File: config.mk
export PLATFORM = sky130hd
export DESIGN_NAME = keypad_scanner
export DESIGN_NICKNAME = d
export VERILOG_FILES = /design/src/rtl/keypad_pkg.sv /design/src/rtl/key_fifo.sv /design/src/rtl/keypad_scanner.sv
export SDC_FILE = /design/constraint.sdc
export NUM_CORES = 1
export LEC_CHECK = 0
export ABC_CLOCK_PERIOD_IN_PS = 2040
export BUFFER_PORTS_ARGS = -buffer_cell sky130_fd_sc_hd__buf_4
export CORE_MARGIN = 2
export CORE_UTILIZATION = 45
export CTS_CLUSTER_DIAMETER = 150
export DETAILED_ROUTE_END_ITERATION = 12
export SLEW_MARGIN = 20
export SYNTH_ARGS = -nofsm -noshare
export SYNTH_HDL_FRONTEND = slang
export SYNTH_HIERARCHICAL = 1
export SYNTH_SLANG_ARGS = --single-unit
File: constraint.sdc
create_clock -name CLK -period 2.04 [get_ports CLK]
set_input_delay 0.102 -clock CLK [delete_from_list [all_inputs] [get_ports CLK]]
set_output_delay 0.102 -clock CLK [all_outputs]
set_load 0.01 [all_outputs]
File: src/rtl/keypad_pkg.sv
// -----------------------------------------------------------------------------
// keypad_pkg
// Shared definitions for the hex keypad front end:
//   - scan_state_t : scanner FSM states
//   - COL_RESET    : column drive after reset (column 0 driven low)
//   - ROWS_IDLE    : synchronised row pattern with no key down
//   - encode_key() : key index (row*4+col) -> emitted byte
//   - lowest_row() : index of the lowest low row in an active-low pattern
// Configuration macro: KEYPAD_ASCII_EN
//   defined   -> keys 0-9 emit 8'h30-8'h39, keys 10-15 emit 8'h41-8'h46
//   undefined -> keys emit {4'h0, index}
// -----------------------------------------------------------------------------
package keypad_pkg;

    typedef enum logic [1:0] {
        ST_SCAN     = 2'd0,
        ST_DEBOUNCE = 2'd1,
        ST_HOLD     = 2'd2,
        ST_RELEASE  = 2'd3
    } scan_state_t;

    localparam logic [3:0] COL_RESET = 4'b1110;
    localparam logic [3:0] ROWS_IDLE = 4'b1111;

    function automatic logic [7:0] encode_key(input logic [3:0] idx);
        logic [7:0] code;
`ifdef KEYPAD_ASCII_EN
        if (idx < 4'd10) begin
            code = 8'h30 + {4'h0, idx};
        end else begin
            code = 8'h41 + {4'h0, idx - 4'd10};
        end
`else
        code = {4'h0, idx};
`endif
        return code;
    endfunction

    // Several rows low at once: the lowest row index wins.
    function automatic logic [1:0] lowest_row(input logic [3:0] rows);
        logic [1:0] r;
        if (!rows[0]) begin
            r = 2'd0;
        end else if (!rows[1]) begin
            r = 2'd1;
        end else if (!rows[2]) begin
            r = 2'd2;
        end else begin
            r = 2'd3;
        end
        return r;
    endfunction

endpackage

File: src/rtl/key_fifo.sv
// -----------------------------------------------------------------------------
// key_fifo
// Small synchronous FIFO holding encoded key bytes.
// Ports:
//   clk, rst_n   : clock, asynchronous active-low reset
//   push         : store push_data (dropped with overflow set when full,
//                  unless a pop happens in the same cycle)
//   push_data    : byte to store
//   pop          : discard head entry (ignored when empty)
//   head_data    : head entry, 0 when empty
//   full, empty  : occupancy flags
//   overflow     : sticky, set when a push was dropped; cleared by reset only
// -----------------------------------------------------------------------------
module key_fifo #(
    parameter int DEPTH = 4,
    parameter int WIDTH = 8
) (
    input  logic             clk,
    input  logic             rst_n,
    input  logic             push,
    input  logic [WIDTH-1:0] push_data,
    input  logic             pop,
    output logic [WIDTH-1:0] head_data,
    output logic             full,
    output logic             empty,
    output logic             overflow
);
    localparam int PTR_W   = $clog2(DEPTH);
    localparam int COUNT_W = PTR_W + 1;

    logic [WIDTH-1:0]   mem [DEPTH];
    logic [PTR_W-1:0]   wr_ptr;
    logic [PTR_W-1:0]   rd_ptr;
    logic [COUNT_W-1:0] count;
    logic               do_push;
    logic               do_pop;

    assign full    = (count == COUNT_W'(DEPTH));
    assign empty   = (count == '0);
    assign do_pop  = pop && !empty;
    // A pop in the same cycle frees the slot, so a push into a full queue
    // still lands and occupancy stays put.
    assign do_push = push && (!full || do_pop);

    always_ff @(posedge clk or negedge rst_n) begin
        if (!rst_n) begin
            wr_ptr   <= '0;
            rd_ptr   <= '0;
            count    <= '0;
            overflow <= 1'b0;
        end else begin
            if (do_push) wr_ptr <= wr_ptr + 1'b1;
            if (do_pop)  rd_ptr <= rd_ptr + 1'b1;
            case ({do_push, do_pop})
                2'b10:   count <= count + 1'b1;
                2'b01:   count <= count - 1'b1;
                default: ;
            endcase
            if (push && !do_push) overflow <= 1'b1;
        end
    end

    always_ff @(posedge clk) begin
        if (do_push) mem[wr_ptr] <= push_data;
    end

    assign head_data = empty ? '0 : mem[rd_ptr];

endmodule

File: src/rtl/keypad_scanner.sv
// -----------------------------------------------------------------------------
// keypad_scanner
// 4x4 hex keypad front end: column scan, row synchronisation, debounce,
// key encoding and a small key queue feeding a byte/ready consumer port.
// Parameters:
//   SCAN_DIV   : clocks per column; rows are judged on the last one (>=4)
//   DEBOUNCE   : consecutive stable ticks to accept a press/release (>=1)
//   FIFO_DEPTH : queued keys, power of two, >=2
// Ports:
//   CLK         : clock, rising edge
//   nCLR        : asynchronous active-low reset
//   row_in      : keypad rows, active-low, asynchronous
//   col_out     : column drive, active-low, one-hot low
//   acknowledge : consumer handshake; each rising edge pops one key
//   Keyboard    : head key code, 8'h00 when empty
//   ready       : queue non-empty
//   overflow    : sticky, a key was dropped on a full queue
// Configuration macro: KEYPAD_ASCII_EN (ASCII key codes instead of raw index)
// -----------------------------------------------------------------------------
module keypad_scanner
    import keypad_pkg::*;
#(
    parameter int SCAN_DIV   = 16,
    parameter int DEBOUNCE   = 4,
    parameter int FIFO_DEPTH = 4
) (
    input  logic       CLK,
    input  logic       nCLR,
    input  logic [3:0] row_in,
    input  logic       acknowledge,
    output logic [3:0] col_out,
    output logic [7:0] Keyboard,
    output logic       ready,
    output logic       overflow
);
    localparam int DIV_W = $clog2(SCAN_DIV);
    localparam int CNT_W = $clog2(DEBOUNCE + 1);
    localparam logic [DIV_W-1:0] DIV_LAST = DIV_W'(SCAN_DIV - 1);
    localparam logic [CNT_W-1:0] DEB_LIM  = CNT_W'(DEBOUNCE);
    localparam logic [CNT_W-1:0] CNT_ONE  = CNT_W'(1);

    logic [3:0]       row_p0;
    logic [3:0]       row_p1;
    logic [DIV_W-1:0] div_cnt;
    logic             tick;
    scan_state_t      state;
    logic [1:0]       col_idx;
    logic [3:0]       pattern;
    logic [CNT_W-1:0] stable_cnt;
    logic [CNT_W-1:0] cnt_next;
    logic             rows_idle;
    logic             vld_p2;
    logic [7:0]       code_p2;
    logic             ack_q;
    logic             pop_p;
    logic             fifo_empty;

    // ---- stage p0/p1: row synchroniser --------------------------------------
    always_ff @(posedge CLK or negedge nCLR) begin
        if (!nCLR) begin
            row_p0 <= ROWS_IDLE;
            row_p1 <= ROWS_IDLE;
        end else begin
            row_p0 <= row_in;
            row_p1 <= row_p0;
        end
    end

    // Column dwell divider; rows are judged once per column on the tick.
    always_ff @(posedge CLK or negedge nCLR) begin
        if (!nCLR) begin
            div_cnt <= '0;
        end else if (tick) begin
            div_cnt <= '0;
        end else begin
            div_cnt <= div_cnt + 1'b1;
        end
    end

    assign tick      = (div_cnt == DIV_LAST);
    assign rows_idle = (row_p1 == ROWS_IDLE);
    assign cnt_next  = stable_cnt + 1'b1;

    // ---- stage p2: scanner FSM and push request -----------------------------
    always_ff @(posedge CLK or negedge nCLR) begin
        if (!nCLR) begin
            state      <= ST_SCAN;
            col_out    <= COL_RESET;
            col_idx    <= 2'd0;
            stable_cnt <= '0;
            vld_p2     <= 1'b0;
        end else begin
            vld_p2 <= 1'b0;
            if (tick) begin
                case (state)
                    ST_SCAN: begin
                        if (rows_idle) begin
                            col_idx <= col_idx + 1'b1;
                            col_out <= {col_out[2:0], col_out[3]};
                        end else begin
                            stable_cnt <= CNT_ONE;
                            if (CNT_ONE == DEB_LIM) begin
                                vld_p2 <= 1'b1;
                                state  <= ST_HOLD;
                            end else begin
                                state <= ST_DEBOUNCE;
                            end
                        end
                    end
                    ST_DEBOUNCE: begin
                        // An all-high pattern never equals the latched one,
                        // so release is covered by the mismatch branch.
                        if (row_p1 == pattern) begin
                            stable_cnt <= cnt_next;
                            if (cnt_next == DEB_LIM) begin
                                vld_p2 <= 1'b1;
                                state  <= ST_HOLD;
                            end
                        end else begin
                            state   <= ST_SCAN;
                            col_idx <= col_idx + 1'b1;
                            col_out <= {col_out[2:0], col_out[3]};
                        end
                    end
                    ST_HOLD: begin
                        if (rows_idle) begin
                            stable_cnt <= CNT_ONE;
                            state      <= (CNT_ONE == DEB_LIM) ? ST_SCAN : ST_RELEASE;
                        end
                    end
                    ST_RELEASE: begin
                        if (rows_idle) begin
                            stable_cnt <= cnt_next;
                            if (cnt_next == DEB_LIM) state <= ST_SCAN;
                        end else begin
                            state <= ST_HOLD;
                        end
                    end
                endcase
            end
        end
    end

    // Data path: latched pattern and the encoded key travelling with vld_p2.
    // code_p2 tracks the live key every cycle; it is only consumed when
    // vld_p2 is set, which happens on the same edge it was captured.
    always_ff @(posedge CLK) begin
        if (tick && state == ST_SCAN && !rows_idle) pattern <= row_p1;
        code_p2 <= encode_key({lowest_row(row_p1), col_idx});
    end

    // Acknowledge edge detect; the pop is registered so it lands one edge
    // after the rising edge is sampled.
    always_ff @(posedge CLK or negedge nCLR) begin
        if (!nCLR) begin
            ack_q <= 1'b0;
            pop_p <= 1'b0;
        end else begin
            ack_q <= acknowledge;
            pop_p <= acknowledge && !ack_q;
        end
    end

    key_fifo #(
        .DEPTH (FIFO_DEPTH),
        .WIDTH (8)
    ) u_fifo (
        .clk       (CLK),
        .rst_n     (nCLR),
        .push      (vld_p2),
        .push_data (code_p2),
        .pop       (pop_p),
        .head_data (Keyboard),
        .full      (),
        .empty     (fifo_empty),
        .overflow  (overflow)
    );

    assign ready = !fifo_empty;

endmodule
After elaboration in Yosys (flattened, before gate mapping)
Memories as Yosys holds them, arrays and structs flattened.
Index checks and enable logic that the tools add are counted.
- bits in registers: 42
- memory bits (writable): 16
- memories kept: 1
- add/sub/neg operators: 7
- equal/unequal tests: 18
- multiplexer cells: 29
- reduce and logical (&&, ||, !) cells: 20
- memory list (name ; depth ; width ; read ports ; clocked after Yosys merged registers in ; write ports ; line ; RTL):
    u_fifo.mem ; 4 ; 4 ; 1 ; 0 ; 1 ; key_fifo.sv:31 ; logic [WIDTH-1:0] mem [DEPTH];
- operators with widths (kind ; count):
    2-to-1 mux 2 bit ; 8
    2-to-1 mux 3 bit ; 4
    2-to-1 mux 4 bit ; 3
    inequality test 2 bit, second input constant ; 6
    one-hot mux 3 bit (4 select lines) ; 1
    AND reduction 5 bit ; 2
    == test 4 bit, second input constant ; 2
    2-to-1 mux 1 bit ; 8
    2-to-1 mux 8 bit ; 1
    one-hot mux 2 bit (4 select lines) ; 1
    one-hot mux 4 bit (2 select lines) ; 1
    adder 2 x 1 -> 2 bit, second input constant ; 3
    adder 3 x 1 -> 3 bit, second input constant ; 2
    == test 2 bit, second input constant ; 3
    == test 3 bit, second input constant ; 2
    logical AND 1 bit ; 6
    inequality test 3 bit, second input constant ; 2
    one-hot mux 3 bit (2 select lines) ; 1
    zero test 1 bit ; 5
    adder 4 x 1 -> 4 bit, second input constant ; 1
    == test 2 x 1 -> 1 bit, second input constant ; 2
    == test 4 bit ; 1
    one-hot mux 2 bit (2 select lines) ; 1
    AND reduction 4 bit ; 1
    6 further kinds ; 7

Longest topological paths before layout
Gate-level depths: netlist of run 1.
- word-level depth: 7
- mapped depth: 10
- gate-level depth less buffers: 9

By module
Netlist of run 1, hierarchy kept.
- modules (own cells, without submodules) (module ; instances ; cells an instance ; area each (µm²) ; sequential area each (µm²)):
    key_fifo ; 1 ; 92 ; 1697.9 ; 1161.1
    keypad_scanner ; 1 ; 91 ; 1303.8 ; 864.6

Least setup slack after synthesis of run 1
OpenSTA, ideal clock, no wires.
- path type: register to register
- start: register u_fifo.count[0]
- end: register u_fifo.count[2]
- library setup time: 125 ps
- data arrival time: 1732 ps
- required time: 1915 ps
- path slack: 183 ps
- stages on the path, launching flop included: 11
- path buffers: 1
- period minus slack after synthesis: 1857 ps
- cells stage by stage: dfrtp_1 -> or3_1 -> buf_6 -> clkinv_4 -> nor2_2 -> ha_1 -> inv_1 -> fa_1 -> xor2_1 -> nor2_1 -> xor2_1
- word-level cells in the longest chain between the ends: 7
- elaborated cells between the ends (all ways): 13
- ends and longest elaborated chain (element ; line ; RTL):
    start: declaration ; key_fifo.sv:34 ; logic [COUNT_W-1:0] count;
    start signal: assignment ; key_fifo.sv:55 ; 2'b10: count <= count + 1'b1;
    start signal: assignment ; key_fifo.sv:56 ; 2'b01: count <= count - 1'b1;
    zero test 3 bit (*) ; key_fifo.sv:39 ; assign empty = (count == '0);
    named net fifo_empty ; keypad_scanner.sv:56 ; logic fifo_empty;
    zero test 1 bit (*) ; key_fifo.sv:40 ; assign do_pop = pop && !empty;
    logical AND 1 bit (*) ; key_fifo.sv:40 ;
    named net u_fifo.do_pop ; key_fifo.sv:36 ; logic do_pop;
    logical OR 1 bit ; key_fifo.sv:43 ; assign do_push = push && (!full || do_pop);
    logical AND 1 bit ; key_fifo.sv:43 ;
    == test 2 x 1 -> 1 bit / == test 2 bit (equally long branches) ; key_fifo.sv:54 ; case ({do_push, do_pop})
    one-hot mux 3 bit (2 select lines) / nonzero test 2 bit (equally long branches) ; -- ;
The timed path passes the listed nets; every way through them passes the cells marked *.
A chain may end at the register's enable or synchronous reset.

Worst setup path after layout of run 1
- start: register u_fifo.count[1]
- end: register u_fifo.count[2]
- elaborated cells between the ends (all ways): 13
- RTL lines (element ; line ; RTL):
    == test 3 bit (*) ; key_fifo.sv:38 ; assign full = (count == COUNT_W'(DEPTH));
    named net u_fifo.full ; key_fifo.sv:24 ; output logic full,
    zero test 1 bit (*) ; key_fifo.sv:43 ;
    logical OR 1 bit (*) ; key_fifo.sv:43 ;
    logical AND 1 bit (*) ; key_fifo.sv:43 ;
    == test 2 x 1 -> 1 bit / == test 2 bit (equally long branches) ; key_fifo.sv:54 ;
    one-hot mux 3 bit (2 select lines) / nonzero test 2 bit (equally long branches) ; -- ;
Marks and branches as above.

==> results by stage, run 1 <==
Global routing:
- The number of global-route vias before repair came to 1732.
- Summed over all layers, the global routing overflow is 0.
- The total routing usage reported by global routing is 14.4%.
- The largest net degree at the start of global routing is 35.
- The first-pass GRT wire length is 7.87 mm.
- The initial antenna violation count is 0.

Critical path:
- The sort of element at the start of the critical path is a flop.
- In this design, the stage delay of the slowest critical-path cell is 440 ps.
- The kind of cell with the highest combined delay along the critical path is adder cells.
- The critical path goes through nor3b_4 > a21boi_2 > inv_1 > ha_1 > inv_1 > fa_1 > xor2_1 > nor2_1 > xor2_1.
- Along the worst path, the maximum fanout reaches 3.
- The critical path is of the reg2reg type.
- The cell with the largest stage delay on the worst path is sky130_fd_sc_hd__dfrtp_1.
- The cell count along the critical path is 9.
- The startpoint of the worst setup timing path is u_fifo/count[1]$_DFFE_PN0P_.
- Counting cells, the worst reg-to-reg path comes to 9.
- The worst setup slack for register-to-register paths is 100 ps.
- For the worst setup path, the data required time is 2290 ps.
- The number of buffers and inverters on the critical path is 2.
- The terminus of the critical flop-to-flop path is u_fifo/count[2]$_DFFE_PN0P_.
- The endpoint of the most critical setup path is u_fifo/count[2]$_DFFE_PN0P_.
- The data arrival time of the critical path is 2190 ps.
- The capturing element type of the critical path is a flop.
- In this run the critical register-to-register path is launched from u_fifo/count[1]$_DFFE_PN0P_.

Synthesis:
- The Yosys step of the flow raised 6 warnings.
- Counting flops with an async set or reset pin after synthesis yields a share of 45.9%.
- The distinct cell type count of the synthesized netlist is 47.
- The mean instance size in the synthesized netlist is 16.4 um^2.
- The most used flip-flop cell after synthesis is sky130_fd_sc_hd__edfxtp_1.
- Synthesis inferred 74 register bits.
- Synthesis produced 183 cells.
- Sequential elements use 67.5% of the synthesized area.
- In this run, synthesis inferred 36 flip-flops with an integrated enable.
- The combined area of all synthesized cells is 3000 um^2.

Final layout:
- Relative to the synthesized area, the layout overhead comes to 21.2%.
- The final cell area excluding filler cells is 3640 um^2.
- The net count of the finished layout is 254.
- The count of antenna diodes in the layout is 0.
- The final cell count without fillers is 320.
- Of the cells placed in the final design, the portion with a size suffix greater than 1 is 32.9%.
- Leaving out fill and tap cells, the most frequent cell in the layout is sky130_fd_sc_hd__edfxtp_1.
- In the layout the commonest cells are 36 x sky130_fd_sc_hd__edfxtp_1, 28 x sky130_fd_sc_hd__buf_4, 22 x sky130_fd_sc_hd__dfrtp_1.

Run:
- The max-capacitance violation count is 0.

CTS:
- The longest clock path from root to sink contains 2 buffers.
- The cell at the root of the clock tree is sky130_fd_sc_hd__clkbuf_8.
- In this run the number of H-tree levels came out at 3.
- The total CTS buffers is 9.
- The tree built by TritonCTS fans out to 74 sinks.
- Clock latency on the worst-skew pair, taken at its later pin, is 330 ps.
- TritonCTS built the clock tree.
- The clock input transition at the sequential cells of the worst setup and hold paths is 70 ps.

Route:
- The first detailed-routing pass ran for 3 iterations.
- Once detail routing completed, the nets flagged for antenna violations numbered 0.
- The number of remaining DRC errors is 0.
- The total via count after detailed routing is 1571.
- In this run, the number of DRC markers left after iteration 0 of detailed routing was 70.
- In the routed layout, each cell is associated on average with a via count of 4.91.
- Dividing the detail-routed wire length by the instance count gives 14.6 um.
- The aggregate routed wire length is 4.66 mm.

Place:
- In this run the cell area measured after placement is 3310 um^2.
- At the end of routability-driven placement, the weighted congestion stood at 0.730.
- The number of buffers added on ports is 20.
- The number of placed cells counting well taps is 295.
- The HPWL after detailed placement is 3.17 mm.

Floorplanning:
- The initial core utilization is 47.0%.
- The die is 85.7 um tall.
- The floorplan has 29 rows.
- The floorplan step defined a die boundary enclosing 7340 um^2.
- The floorplan die width is 85.7 um.
- The number of ports placed on the die boundary is 21.
- The standard cell core area is 6390 um^2.

STA:
- Timing would allow up to 0.516 GHz.
- The number of pins with negative max-slew slack in the final report is 0.
- Of the available clock period, the critical path in the final layout requires 95.0%.
- The minimum clock period is 1940 ps.
- The setup-violating endpoint count in the final report is 0.
- Setup repair after global routing could not meet its margin everywhere.
- Across the routed clock network, the largest skew measured is 7.68 ps.
- The number of hold violations in the final report came to 0.

Min path:
- The worst hold path belongs to the class in2async.

Power:
- The switching share of power is 19.3%.
- The power per unit of standard cell area is 844 nW/um^2.
- The net switching power is 592 uW.
- The leakage power total is 1.46 nW.
- The portion of total power attributed to sequential cells is 54.3%.
- The cell-internal power is 2.48 mW.
- Combinational cells account for 3.2% of the total power.
- The maximum VDD drop is 0.435 mV.
- The fraction of power consumed by the clock network is 42.5%.

Outcome:
- The run finished with clean final reports.
logic make-up (layout without fill, tap and decap cells):
group                      after synthesis  count (layout)  share of synthesized area [%]
AOI/OAI and AO/OA                       16              16                           4.75
xor gates and xnor gates                13              13                           3.79
adders and majority gates                9               9                           4.00
buffers and inverters                   17              62                           2.83
DFF                                     74              74                           67.5
muxes                                   16              16                           9.05
other                                    1              16                          0.125
and+or+nand+nor                         37              37                           7.96
metrics by stage:
stage / hold WS, ps / setup slack (ps) / util, % / total power, mW / setup TNS, ps
after global routing: 273 / -2.55 / 57.0 / 3.18 / -2.55
after floorplan: -194 / 183 / - / 1.74 / 0
after global placement: 58.6 / 113 / 51.8 / 1.77 / 0
after detailed placement: 71.1 / 18.0 / 51.8 / 1.79 / 0
after CTS: 239 / 43.3 / 56.4 / 3.10 / 0
final: 244 / 101 / 57.0 / 3.07 / 0
worst reg2reg max path, stage by stage (launching register included):
cell	delay [ps]
sky130_fd_sc_hd__dfrtp_1	440
sky130_fd_sc_hd__nor3b_4	260
sky130_fd_sc_hd__a21boi_2	90
sky130_fd_sc_hd__inv_1	60
sky130_fd_sc_hd__ha_1	170
sky130_fd_sc_hd__inv_1	60
sky130_fd_sc_hd__fa_1	380
sky130_fd_sc_hd__xor2_1	150
sky130_fd_sc_hd__nor2_1	110
sky130_fd_sc_hd__xor2_1	150
cells in the mapped netlist (2+ instances only):
cell type                  count  area, um^2
sky130_fd_sc_hd__a21oi_1       3        15.0
sky130_fd_sc_hd__and2_1       12        75.1
sky130_fd_sc_hd__buf_6         2        22.5
sky130_fd_sc_hd__dfrtp_1      23         576
sky130_fd_sc_hd__dfstp_2      11         289
sky130_fd_sc_hd__dfxtp_1       4        80.1
sky130_fd_sc_hd__edfxtp_1     36        1080
sky130_fd_sc_hd__ha_1          8         100
sky130_fd_sc_hd__inv_1        11        41.3
sky130_fd_sc_hd__mux2_2        5        56.3
sky130_fd_sc_hd__mux2i_1       2        20.0
sky130_fd_sc_hd__mux4_2        8         180
sky130_fd_sc_hd__nand2_1       4        15.0
sky130_fd_sc_hd__nand3_1       3        15.0
sky130_fd_sc_hd__nor2_1        3        11.3
sky130_fd_sc_hd__nor2b_1       4        25.0
sky130_fd_sc_hd__o21ai_0       3        15.0
sky130_fd_sc_hd__xnor2_1       4        35.0
sky130_fd_sc_hd__xor2_1        9        78.8
cell type report:
class / count / area [um^2]
clock buffers: 10 / 128
flip-flops and latches: 74 / 2030
fillers: 527 / 2750
clock inverters: 6 / 105
multi-input cells: 107 / 961
repair buffers: 34 / 270
inverters: 12 / 50.0
well taps: 77 / 96.3
power by group through the flow:
stage	Clock [mW]	Sequential, mW	Combinational [mW]
5_1_grt	1.39	1.67	0.114
4_1_cts	1.34	1.67	0.0979
3_5_place_dp	0	1.70	0.0886
3_3_place_gp	0	1.69	0.0835
6_report	1.30	1.67	0.0984
2_1_floorplan	0	1.68	0.0674
state kept, by name, summed over array words and instances, names as in the netlist, 3 cells and up:
signal,count
col_out,4
pattern,4
row_p0,4
row_p1,4
div_cnt,4
code_p2,4
u_fifo/mem,32
stable_cnt,3
u_fifo/count,3
metal layers:
metal  up-vias  routed length, um  track usage (%)
met2        17               2610             26.8
met1       794               1860             15.0
li1        753                  -                -
met4         0                 74             6.93
met3         7                113             3.56
met5         -                  0                0
how the worst min path moves through the flow:
stage,slack [ps],start,cells past startpoint,end
floorplan,-190,nCLR,0,ack_q$_DFF_PN0_
global placement,60,nCLR,1,div_cnt[1]$_DFF_PN0_
detailed placement,70,nCLR,1,div_cnt[0]$_DFF_PN0_
CTS,240,nCLR,2,stable_cnt[0]$_DFFE_PN0P_
global route,270,nCLR,2,div_cnt[0]$_DFF_PN0_
finish,240,nCLR,2,div_cnt[1]$_DFF_PN0_
repair_timing:
item,4_1_cts,5_1_grt
hold endpoints to repair,29,0
gates resized for setup,0,4
endpoints found under the setup margin,1,3
setup buffers,0,3
hold buffers,6,0
pin swaps,1,3
No activity file was read; power rests on OpenSTA's default activity.
==> run 2: changes to the inputs <==
Settings changed: CELL_PAD_IN_SITES_DETAIL_PLACEMENT from default to 0, CELL_PAD_IN_SITES_GLOBAL_PLACEMENT from default to 2, PLACE_DENSITY_LB_ADDON from default to 0.1.
==> results by stage, run 2 (synthesis gave the netlist of run 1 again) <==
Place:
- The number of buffers added on ports came to 20 (unchanged).
- The final estimated routing congestion in global placement is 0.698 (-4.3%).
- The post-place setup slack is 19.5 ps (+1.46 ps).
- The placed wire-length estimate is 3.06 mm (-3.5%).

Critical path:
- STA classifies the critical path endpoint as a flop.
- The worst-path maximum fanout came to 5 (+2).
- STA classifies the critical path startpoint as a flop.
- The terminus of the critical flop-to-flop path is stable_cnt[0]$_DFFE_PN0P_.
- The cell count of the worst reg-to-reg path is 5 (-4).
- The critical path starts at row_p1[0]$_DFF_PN1_.
- The reg-to-reg startpoint is row_p1[0]$_DFF_PN1_.
- The endpoint of the most critical setup path is stable_cnt[0]$_DFFE_PN0P_.
- The worst setup slack for register-to-register paths came to 70 ps (-30 ps).
- The critical path in this run is classified as reg2reg.
- The data arrival time of the critical path is 2190 ps (about the same).
- The required time reported for the critical path endpoint is 2270 ps (-20 ps).

Final layout:
- Ranked by flip-flop count, first place goes to u_fifo/mem.
- The utilization after layout is 55.8% (-1.1 points).
- In the layout the commonest cells are 36 x sky130_fd_sc_hd__edfxtp_1, 27 x sky130_fd_sc_hd__buf_4, 23 x sky130_fd_sc_hd__dfrtp_1.
- The count of antenna diodes in the layout is 0 (unchanged).
- The number of flip-flops under the largest register name is 32 (unchanged).
- The layout filler cell count came to 529 (+0.38%).
- The net count of the finished layout is 253 (-0.39%).
- The leading cell type in the layout, fill and taps excluded is sky130_fd_sc_hd__edfxtp_1.
- The area growth from synthesis to layout is 18.8%.
- The ratio of cells with drive above 1 in the final layout came to 32.2% (-0.69 points).

STA:
- The worst hold slack across all endpoints is 237 ps (-7.15 ps).
- The final-layout setup total negative slack is 0 ps (unchanged).
- The minimum clock period came to 1970 ps (+26.8 ps).
- The share of the clock period used by the worst path was 96.3% (+1.3 points).
- The setup-violating endpoint count in the final report is 0 (unchanged).
- Setup repair after global routing left no endpoint under its margin.
- The worst slew slack as a fraction of its limit is 65.9%.
- The slew at the pin with the worst max-slew slack is 512 ps.
- The least setup slack across all paths after layout came to 74.6 ps (-26.8 ps).
- The number of hold violations in the final report was 0 (unchanged).
- The number of pins with negative max-slew slack in the final report is 0 (unchanged).
- The maximum clock rate is 0.509 GHz (-1.4%).
- The maximum clock skew at final layout came to 8.30 ps (+0.626 ps).

Route:
- The average wire length per cell after detail routing was 14.2 um (-2.2%).
- The detail-routed via count per cell came to 4.85 (-1.2%).
- The number of antenna-violating nets in the routed design is 0 (unchanged).
- The number of remaining DRC errors came to 0 (unchanged).
- The first-pass iteration count of the detailed router is 4 (+1).
- The aggregate routed wire length came to 4.54 mm (-2.5%).
- The total via count after detailed routing is 1547 (-1.5%).
- The number of DRC markers in iteration 0 is 33 (-53%).

Global routing:
- The first-pass GRT wire length was 7.54 mm (-4.1%).
- The initial antenna violation count is 0 (unchanged).
- The overall overflow remaining after global route was 0 (unchanged).
- The largest net degree at the start of global routing is 35 (unchanged).
- The number of global-route vias before repair is 1643 (-5.1%).
- The total routing usage reported by global routing is 13.7% (-0.67 points).

CTS:
- The cell at the root of the clock tree is sky130_fd_sc_hd__clkbuf_8.
- The number of sinks driven by the clock tree was 74 (unchanged).
- The clock latency reported for the late side of the worst-skew pair came to 340 ps (about the same).
- The buffer depth of the longest clock path came to 2 (unchanged).
- The total CTS buffers came to 9 (unchanged).
- The CTS tree is built.
- The clock input transition at the sequential cells of the worst setup and hold paths is 80 ps (about the same).
- The maximum level of the CTS H-tree came to 3 (unchanged).

Power:
- The maximum VDD drop is 0.507 mV (+17%).
- The power per unit of standard cell area is 772 nW/um^2 (-8.5%).
- The post-route total power is 2.75 mW (-10%).
- The leakage power total came to 1.43 nW (-2.5%).

Floorplanning:
- The height of the die was 85.7 um (unchanged).
- The standard cell core area is 6390 um^2 (unchanged).
- The number of ports placed on the die boundary is 21 (unchanged).
- The total number of placement rows was 29 (unchanged).
- The initial core utilization is 47.0% (unchanged).
- The floorplan die width is 85.7 um (unchanged).
- The full die area was 7340 um^2 (unchanged).

Run:
- The max-capacitance violation count is 0 (unchanged).

Min path:
- The worst hold path belongs to the class in2async.

Outcome:
- The run finished with clean final reports.
run 2: changes by cell type in the layout (fill, tap and decap cells not counted):
cell                         before  now
sky130_fd_sc_hd__dfrtp_2          1    0
sky130_fd_sc_hd__bufinv_16        3    0
sky130_fd_sc_hd__dfrtp_1         22   23
sky130_fd_sc_hd__clkinv_1         2    0
sky130_fd_sc_hd__clkbuf_1         1    2
sky130_fd_sc_hd__nor2b_1          3    4
sky130_fd_sc_hd__buf_4           28   27
sky130_fd_sc_hd__clkinvlp_4       1    2
sky130_fd_sc_hd__clkinv_4         1    4
sky130_fd_sc_hd__nor2b_2          1    0
run 2: through the flow:
stage,area (um^2),cells
after global placement,3310,296
final,3570,319
after detailed placement,3310,296
after CTS,3550,318
after floorplan,3060,198
after global routing,3570,319
run 2: worst max-delay path, cell delays in order, from the launching register on:
cell and delay [ps]:
sky130_fd_sc_hd__dfstp_2 580, sky130_fd_sc_hd__nand4_1 170, sky130_fd_sc_hd__nor2b_1 240, sky130_fd_sc_hd__a211o_2 340
sky130_fd_sc_hd__nand3_1 170, sky130_fd_sc_hd__mux2_2 350
run 2: area by class of cell:
cell class                 instances  area (um^2)  area share [%]
sequential                        74         2030            56.8
multi-input combinational        107          958            26.9
timing repair buffer              33          263            7.37
clock buffer                      11          131            3.68
tap                               77         96.3            2.70
inverter                          12         50.0            1.40
clock inverter                     5         41.3            1.16
run 2: worst min-delay path by stage:
stage          startpoint                        end  slack (ps)  cells past startpoint
2_1_floorplan        nCLR            ack_q$_DFF_PN0_        -190                      0
3_3_place_gp         nCLR       div_cnt[0]$_DFF_PN0_          60                      1
3_5_place_dp         nCLR  stable_cnt[0]$_DFFE_PN0P_          70                      1
4_1_cts              nCLR  stable_cnt[0]$_DFFE_PN0P_         240                      2
5_1_grt              nCLR     col_out[0]$_DFFE_PN0P_         270                      2
6_report             nCLR       div_cnt[1]$_DFF_PN0_         240                      2
run 2: routing by layer:
| layer | vias to the layer above | track usage [%] | wire length (um) |
|---|---|---|---|
| met5 | - | 0 | 0 |
| met3 | 7 | 3.85 | 129 |
| met4 | 0 | 6.93 | 74 |
| met2 | 18 | 24.6 | 2420 |
| met1 | 774 | 14.8 | 1920 |
| li1 | 748 | - | - |
run 2: where the power goes:
part	total [mW]	internal, mW	leakage, nW	switching [mW]
Combinational	0.0959	0.0472	0.590	0.0487
Clock	0.992	0.448	0.0797	0.543
Sequential	1.66	1.62	0.758	0.0424
run 2: repair_timing:
item,CTS,global route
endpoints found under the hold margin,29,0
buffers inserted,0,1
hold buffers,6,0
setup endpoints to repair,0,5
gates resized for setup,0,2
